$ cat src/rtl/tt_count_sched_pkg.sv
// tt_count_sched_pkg
//   Shared definitions for the tt_count_sched block: FSM state type,
//   default parameter values and a helper for index widths.
package tt_count_sched_pkg;

    localparam int unsigned NREQ_DEFAULT = 4;
    localparam int unsigned CW_DEFAULT   = 4;

    typedef enum logic [1:0] {
        S_IDLE = 2'd0,
        S_RUN  = 2'd1,
        S_DONE = 2'd2
    } state_t;

    // Width of an index into n requesters (at least 1 bit).
    function automatic int unsigned ptr_width(input int unsigned n);
        return (n > 1) ? $clog2(n) : 1;
    endfunction

endpackage

$ cat src/rtl/tt_count_sched_rr_pick.sv
// rr_pick
//   Combinational round-robin picker. Scans req starting at index ptr,
//   wrapping modulo NREQ, and reports the first set requester.
// Ports
//   req         in   NREQ  request vector
//   ptr         in   PW    index to start scanning from
//   win_onehot  out  NREQ  one-hot winner (0 when no request)
//   win_idx     out  PW    winner index (0 when no request)
//   any         out  1     at least one request is set
module rr_pick
    import tt_count_sched_pkg::*;
#(
    parameter int unsigned NREQ = NREQ_DEFAULT,
    parameter int unsigned PW   = ptr_width(NREQ)
) (
    input  logic [NREQ-1:0] req,
    input  logic [PW-1:0]   ptr,
    output logic [NREQ-1:0] win_onehot,
    output logic [PW-1:0]   win_idx,
    output logic            any
);

    always_comb begin
        logic [PW-1:0] cand;
        cand       = '0;
        win_onehot = '0;
        win_idx    = '0;
        any        = |req;
        // Scan from the farthest offset back to ptr so the closest set
        // request (in round-robin order) is the last one to overwrite.
        for (int unsigned j = NREQ; j > 0; j--) begin
            cand = PW'((32'(ptr) + j - 1) % NREQ);
            if (req[cand]) begin
                win_onehot       = '0;
                win_onehot[cand] = 1'b1;
                win_idx          = cand;
            end
        end
    end

endmodule

$ cat src/rtl/tt_count_sched.sv
// tt_count_sched
//   Round-robin scheduler sharing one down-counter between NREQ requesters.
//   A granted requester gets len+1 cycles (count_out len..0) unless it drops
//   its request early; every grant ends with a 1-cycle done pulse, with
//   aborted marking a withdrawal.
// Ports
//   clk        in   1        clock, posedge
//   rst_n      in   1        synchronous reset, active-low
//   req        in   NREQ     per-requester level request
//   len_in     in   NREQ*CW  packed lengths, requester i at [i*CW +: CW]
//   gnt        out  NREQ     one-hot grant, registered
//   busy       out  1        high while in RUN
//   done       out  1        1-cycle pulse at the end of each grant
//   aborted    out  1        qualifies done: grant ended by withdrawal
//   count_out  out  CW       current counter value
module tt_count_sched
    import tt_count_sched_pkg::*;
#(
    parameter int unsigned NREQ = NREQ_DEFAULT,
    parameter int unsigned CW   = CW_DEFAULT
) (
    input  logic             clk,
    input  logic             rst_n,
    input  logic [NREQ-1:0]  req,
    input  logic [NREQ*CW-1:0] len_in,
    output logic [NREQ-1:0]  gnt,
    output logic             busy,
    output logic             done,
    output logic             aborted,
    output logic [CW-1:0]    count_out
);

    localparam int unsigned   PW       = ptr_width(NREQ);
    localparam logic [PW-1:0] LAST_IDX = PW'(NREQ - 1);

    state_t          state_q, state_d;
    logic [NREQ-1:0] gnt_q, gnt_d;
    logic [CW-1:0]   count_q, count_d;
    logic [PW-1:0]   ptr_q, ptr_d;
    logic [PW-1:0]   widx_q, widx_d;
    logic            done_q, done_d;
    logic            abort_q, abort_d;

    logic [NREQ-1:0] win_onehot;
    logic [PW-1:0]   win_idx;
    logic            win_any;
    logic [PW-1:0]   ptr_after_win;
    logic [CW-1:0]   len_arr [NREQ];

    always_comb begin
        for (int unsigned i = 0; i < NREQ; i++) begin
            len_arr[i] = len_in[i*CW +: CW];
        end
    end

    rr_pick #(
        .NREQ (NREQ),
        .PW   (PW)
    ) u_pick (
        .req        (req),
        .ptr        (ptr_q),
        .win_onehot (win_onehot),
        .win_idx    (win_idx),
        .any        (win_any)
    );

    assign ptr_after_win = (widx_q == LAST_IDX) ? '0 : widx_q + 1'b1;

    always_ff @(posedge clk) begin
        if (!rst_n) begin
            state_q <= S_IDLE;
            gnt_q   <= '0;
            count_q <= '0;
            ptr_q   <= '0;
            widx_q  <= '0;
            done_q  <= 1'b0;
            abort_q <= 1'b0;
        end else begin
            state_q <= state_d;
            gnt_q   <= gnt_d;
            count_q <= count_d;
            ptr_q   <= ptr_d;
            widx_q  <= widx_d;
            done_q  <= done_d;
            abort_q <= abort_d;
        end
    end

    // Outputs are registered: the next-cycle values are computed here so
    // that done/aborted are visible during the DONE state itself.
    always_comb begin
        state_d = state_q;
        gnt_d   = gnt_q;
        count_d = count_q;
        ptr_d   = ptr_q;
        widx_d  = widx_q;
        done_d  = 1'b0;
        abort_d = 1'b0;

        unique case (state_q)
            S_IDLE: begin
                gnt_d   = '0;
                count_d = '0;
                if (win_any) begin
                    state_d = S_RUN;
                    gnt_d   = win_onehot;
                    count_d = len_arr[win_idx];
                    widx_d  = win_idx;
                end
            end
            S_RUN: begin
                // Withdrawal wins over reaching zero; the count is frozen
                // on the ending cycle and shown during DONE.
                if (!req[widx_q] || count_q == '0) begin
                    state_d = S_DONE;
                    gnt_d   = '0;
                    done_d  = 1'b1;
                    abort_d = !req[widx_q];
                    ptr_d   = ptr_after_win;
                end else begin
                    count_d = count_q - 1'b1;
                end
            end
            S_DONE: begin
                state_d = S_IDLE;
                gnt_d   = '0;
                count_d = '0;
            end
            default: begin
                state_d = S_IDLE;
                gnt_d   = '0;
                count_d = '0;
            end
        endcase
    end

    assign gnt       = gnt_q;
    assign busy      = (state_q == S_RUN);
    assign done      = done_q;
    assign aborted   = abort_q;
    assign count_out = count_q;

endmodule

$ cat config.mk
export PLATFORM = sky130hd
export DESIGN_NAME = tt_count_sched
export DESIGN_NICKNAME = d
export VERILOG_FILES = /design/src/rtl/tt_count_sched_pkg.sv /design/src/rtl/tt_count_sched_rr_pick.sv /design/src/rtl/tt_count_sched.sv
export SDC_FILE = /design/constraint.sdc
export NUM_CORES = 1
export LEC_CHECK = 0
export CORE_ASPECT_RATIO = 1.5
export CORE_MARGIN = 8
export CORE_UTILIZATION = 45
export DETAILED_ROUTE_END_ITERATION = 8
export GPL_TIMING_DRIVEN = 1
export PLACE_DENSITY_LB_ADDON = 0.25
export SLEW_MARGIN = 20
export SYNTH_ARGS = -nofsm -noshare
export SYNTH_HDL_FRONTEND = slang
export SYNTH_SLANG_ARGS = --single-unit
$ cat constraint.sdc
create_clock -name clk -period 2.55 [get_ports clk]
set_input_delay 0.3825 -clock clk [delete_from_list [all_inputs] [get_ports clk]]
set_output_delay 0.3825 -clock clk [all_outputs]
set_load 0.005 [all_outputs]
==> metrics.txt <==
# TYPE chip_impl_metric gauge
chip_impl_info{name="run_status",value="finished, final reports clean"} 1
chip_impl_metric{name="io-pin-count",unit=""} 33
chip_impl_metric{name="number_of_global_route_vias_before_repair",unit=""} 1608
chip_impl_metric{name="insertion_delay",unit="ns"} 0.25
chip_impl_metric{name="final.setup.tns",unit="ns"} 0
chip_impl_metric{name="drtAntennaViolNets",unit=""} 0
chip_impl_metric{name="synth.yosys.seq_area_share",unit="%"} 22.6
chip_impl_metric{name="cell_area_after_synthesis",unit="um2"} 1420
chip_impl_metric{name="clock_tree.htree_level_count",unit=""} 1
chip_impl_metric{name="grt_start_max_net_pins",unit=""} 23
chip_impl_metric{name="n_antenna_cell",unit=""} 0
chip_impl_metric{name="post_cts_buffers",unit=""} 0
chip_impl_metric{name="yosys_warnings",unit=""} 0
chip_impl_metric{name="setup_viol",unit=""} 0
chip_impl_metric{name="tightestPinTransition",unit="ns"} 0.641
chip_impl_info{name="regToRegStartpoint",value="ptr_q[0]$_SDFFE_PN0P_"} 1
chip_impl_metric{name="synthesized_area_fraction_occupied_by_xor_and_xnor_cells",unit="%"} 0.617
chip_impl_metric{name="crit_path_max_fanout",unit=""} 8
chip_impl_metric{name="cap_violations",unit=""} 0
chip_impl_metric{name="port-buffer-count",unit=""} 32
chip_impl_info{name="setup.worst_path.end_class",value="flip-flop"} 1
chip_impl_metric{name="layout_cell_share_with_drive_strength_beyond_1",unit="%"} 17.6
chip_impl_metric{name="post_drt_wl_per_cell",unit="um"} 16.0
chip_impl_metric{name="drt-total-wl",unit="um"} 4200
chip_impl_metric{name="cts-buffers-inserted",unit=""} 3
chip_impl_metric{name="aggregate_global_routing_overflow",unit=""} 0
chip_impl_metric{name="unique_masters_post_synth",unit=""} 45
chip_impl_metric{name="cts_num_sinks",unit=""} 16
chip_impl_metric{name="floorplan.die_area",unit="um2"} 5240
chip_impl_metric{name="grt_first_pass_wirelength",unit="um"} 7070
chip_impl_metric{name="multiplexer_fraction_of_the_synthesized_cell_area",unit="%"} 15.1
chip_impl_metric{name="synth_enable_flop_cells",unit=""} 0
chip_impl_info{name="top_library_cells_by_usage_in_the_layout_fill_and_taps_aside",value="sky130_fd_sc_hd__clkdlybuf4s50_1, sky130_fd_sc_hd__buf_4, sky130_fd_sc_hd__nor2_1, sky130_fd_sc_hd__dfxtp_1, sky130_fd_sc_hd__nand2_1"} 1
chip_impl_metric{name="place.gp.congestion",unit=""} 0.842
chip_impl_metric{name="hold_viol_final",unit=""} 0
chip_impl_info{name="worstSetupStartpointType",value="flip-flop"} 1
chip_impl_info{name="ctsRootBufferMaster",value="sky130_fd_sc_hd__clkbuf_8"} 1
chip_impl_metric{name="critical_path.max_stage_delay",unit="ns"} 0.47
chip_impl_info{name="cts_tree",value="yes"} 1
chip_impl_metric{name="drtPass1Iterations",unit=""} 4
chip_impl_metric{name="globalRouteTotalUtil",unit="%"} 17.2
chip_impl_metric{name="synthesis.area_per_instance",unit="um2"} 8.20
chip_impl_metric{name="final_cell_area",unit="um2"} 1980
chip_impl_metric{name="synth_adder_area_share",unit="%"} 8.82
chip_impl_metric{name="timing.final.crit_period",unit="ns"} 2.42
chip_impl_metric{name="p_leak",unit="nW"} 0.798
chip_impl_metric{name="design.core.area",unit="um2"} 3100
chip_impl_metric{name="die_height",unit="um"} 84.8
chip_impl_metric{name="fmax",unit="MHz"} 413
chip_impl_metric{name="via_per_instance_ratio",unit=""} 5.83
chip_impl_info{name="most_common_library_cell_in_the_layout_ignoring_fill_and_taps",value="sky130_fd_sc_hd__clkdlybuf4s50_1"} 1
chip_impl_info{name="setup_cp_type",value="flip-flop to flip-flop"} 1
chip_impl_info{name="timing.critical_path.cells",value="clkinv_2 > ha_1 > mux4_2 > nand2b_1 > nand2_2 > buf_4 > mux2i_1 > o211ai_1 > a32o_1"} 1
chip_impl_metric{name="filler_cell_count",unit=""} 261
chip_impl_metric{name="final_util",unit="%"} 63.9
chip_impl_metric{name="antenna_found_initial",unit=""} 0
chip_impl_metric{name="cts_resized",unit=""} 0
chip_impl_metric{name="dr.first_iter.drc_count",unit=""} 61
chip_impl_metric{name="dp_hpwl",unit="um"} 3420
chip_impl_info{name="synth_top_family_by_area",value="compound AO/OA/AOI/OAI gates"} 1
chip_impl_metric{name="ratio_of_final_minimum_period_to_clock_period",unit="%"} 95.0
chip_impl_metric{name="final_net_count",unit=""} 255
chip_impl_metric{name="ys_seq_elements",unit=""} 16
chip_impl_metric{name="chipWidth",unit="um"} 61.8
chip_impl_metric{name="fin_skew",unit="ns"} 0.00518
chip_impl_metric{name="power_per_cell_area",unit="nW/um2"} 791
chip_impl_metric{name="initial_core_util",unit="%"} 45.8
chip_impl_metric{name="layout-area-overhead-vs-synth",unit="%"} 39.4
chip_impl_metric{name="slew_headroom",unit="%"} 56.9
chip_impl_metric{name="whs",unit="ns"} 0.496
chip_impl_info{name="rsz0062_at_grt",value="false"} 1
chip_impl_metric{name="worst_vdd_drop",unit="uV"} 746
chip_impl_info{name="holdCritPathClass",value="flip-flop to flip-flop"} 1
chip_impl_metric{name="longest_clk_path_bufs",unit=""} 2
chip_impl_metric{name="synth_async_sr_flop_share",unit="%"} 0
chip_impl_metric{name="synth_simple_gate_area_share",unit="%"} 21.7
chip_impl_metric{name="route.vias.total",unit=""} 1527
chip_impl_info{name="ys.flop_type",value="sky130_fd_sc_hd__dfxtp_1"} 1
chip_impl_metric{name="drt_drc_violations_left",unit=""} 0
chip_impl_info{name="crit_path_start",value="ptr_q[0]$_SDFFE_PN0P_"} 1
chip_impl_metric{name="place_area",unit="um2"} 1920
chip_impl_metric{name="timing.critical_path.arrival",unit="ns"} 2.56
chip_impl_metric{name="worst_ep_required_time",unit="ns"} 2.69
chip_impl_metric{name="reg2reg_slack",unit="ns"} 0.13
chip_impl_metric{name="postCtsHoldBufs",unit=""} 0
chip_impl_metric{name="final_max_slew_viols",unit=""} 0
chip_impl_metric{name="synth_nets",unit=""} 205
chip_impl_info{name="min-delay-start",value="gnt[1]$_SDFFE_PN0P_"} 1
chip_impl_info{name="slowest_cell_on_the_critical_path",value="sky130_fd_sc_hd__ha_1"} 1
chip_impl_metric{name="rows",unit=""} 25
chip_impl_metric{name="synth-compound-area-share",unit="%"} 25.7
chip_impl_metric{name="synthCells",unit=""} 173
chip_impl_metric{name="clk_pin_slew_worst_paths",unit="ns"} 0.07
[registers in the layout, indices dropped and copies added, names as in the netlist]
| register | cells |
|---|---|
| aborted | 1 |
| count_out | 4 |
| done | 1 |
| gnt | 4 |
| ptr_q | 2 |
| state_q | 2 |
| widx_q | 2 |
[cells in the mapped netlist (3+ instances only)]
cell	count	area [um2]
sky130_fd_sc_hd__mux4_2	4	90.1
sky130_fd_sc_hd__clkbuf_1	8	30.0
sky130_fd_sc_hd__a21oi_1	10	50.1
sky130_fd_sc_hd__nand2_1	12	45.0
sky130_fd_sc_hd__a211oi_1	3	22.5
sky130_fd_sc_hd__mux2i_1	9	90.1
sky130_fd_sc_hd__or3_1	5	31.3
sky130_fd_sc_hd__mux2_2	3	33.8
sky130_fd_sc_hd__o21ai_0	8	40.0
sky130_fd_sc_hd__inv_1	6	22.5
sky130_fd_sc_hd__nor2_1	16	60.1
sky130_fd_sc_hd__nor2b_1	7	43.8
sky130_fd_sc_hd__and3_1	3	18.8
sky130_fd_sc_hd__a22oi_1	10	75.1
sky130_fd_sc_hd__nand2b_1	4	25.0
sky130_fd_sc_hd__ha_1	10	125
sky130_fd_sc_hd__dfxtp_1	16	320
[critical path, delay by kind of cell, from the launching register on]
| kind | cells | cell delay (ns) |
|---|---|---|
| and+or+nand+nor | 2 | 0.34 |
| AOI/OAI and AO/OA | 2 | 0.40 |
| DFF | 1 | 0.36 |
| muxes | 2 | 0.55 |
| adders and majority gates | 1 | 0.47 |
| buffers and inverters | 2 | 0.20 |
[routing by layer]
metal | part of all wire (%) | up-vias | routed length (um) | track usage, %
met2 | 54 | 54 | 2290 | 30.7
met4 | 2.7 | 0 | 115 | 6.25
met5 | 0 | - | 0 | 0
met1 | 39 | 722 | 1620 | 18.3
met3 | 4.1 | 11 | 171 | 3.82
li1 | - | 740 | - | -
[cell type report]
cell class	count	area (um2)	area share (%)
Multi-Input combinational cell	139	1020	51.6
Sequential cell	16	320	16.2
Clock buffer	4	55.1	2.78
Tap cell	40	50.0	2.53
Timing Repair Buffer	56	504	25.5
Inverter	7	27.5	1.39
[cells by family after synthesis]
family | after synthesis
AOI/OAI and AO/OA | 53
xor gates and xnor gates | 1
adders and majority gates | 10
buffers and inverters | 18
DFF | 16
muxes | 16
and+or+nand+nor | 59
[worst paths after layout]
path | to | depth (start not counted)
setup / recovery | count_out[1]$_SDFFE_PN0N_ | 9
hold / removal | gnt[1]$_SDFFE_PN0P_ | 2
setup reg to reg | count_out[1]$_SDFFE_PN0N_ | 9
hold reg to reg | gnt[1]$_SDFFE_PN0P_ | 2
[stage by stage]
stage	setup slack (ns)	power, W	instances
5_1_grt	0.0118	0.00168	262
3_3_place_gp	-0.00208	0.00130	258
3_5_place_dp	-0.0661	0.00133	258
4_1_cts	0.145	0.00156	262
6_report	0.128	0.00156	262
2_1_floorplan	0.0684	0.000964	173
[power by group]
part	internal, W	leakage (nW)	switching, W	total, W
Clock	0.000137	0.0288	0.0000870	0.000224
Combinational	0.000491	0.638	0.000489	0.000980
Sequential	0.000313	0.131	0.0000474	0.000361
Total	0.000941	0.798	0.000623	0.00156
Note: power is estimated with default switching activity, not from simulation.
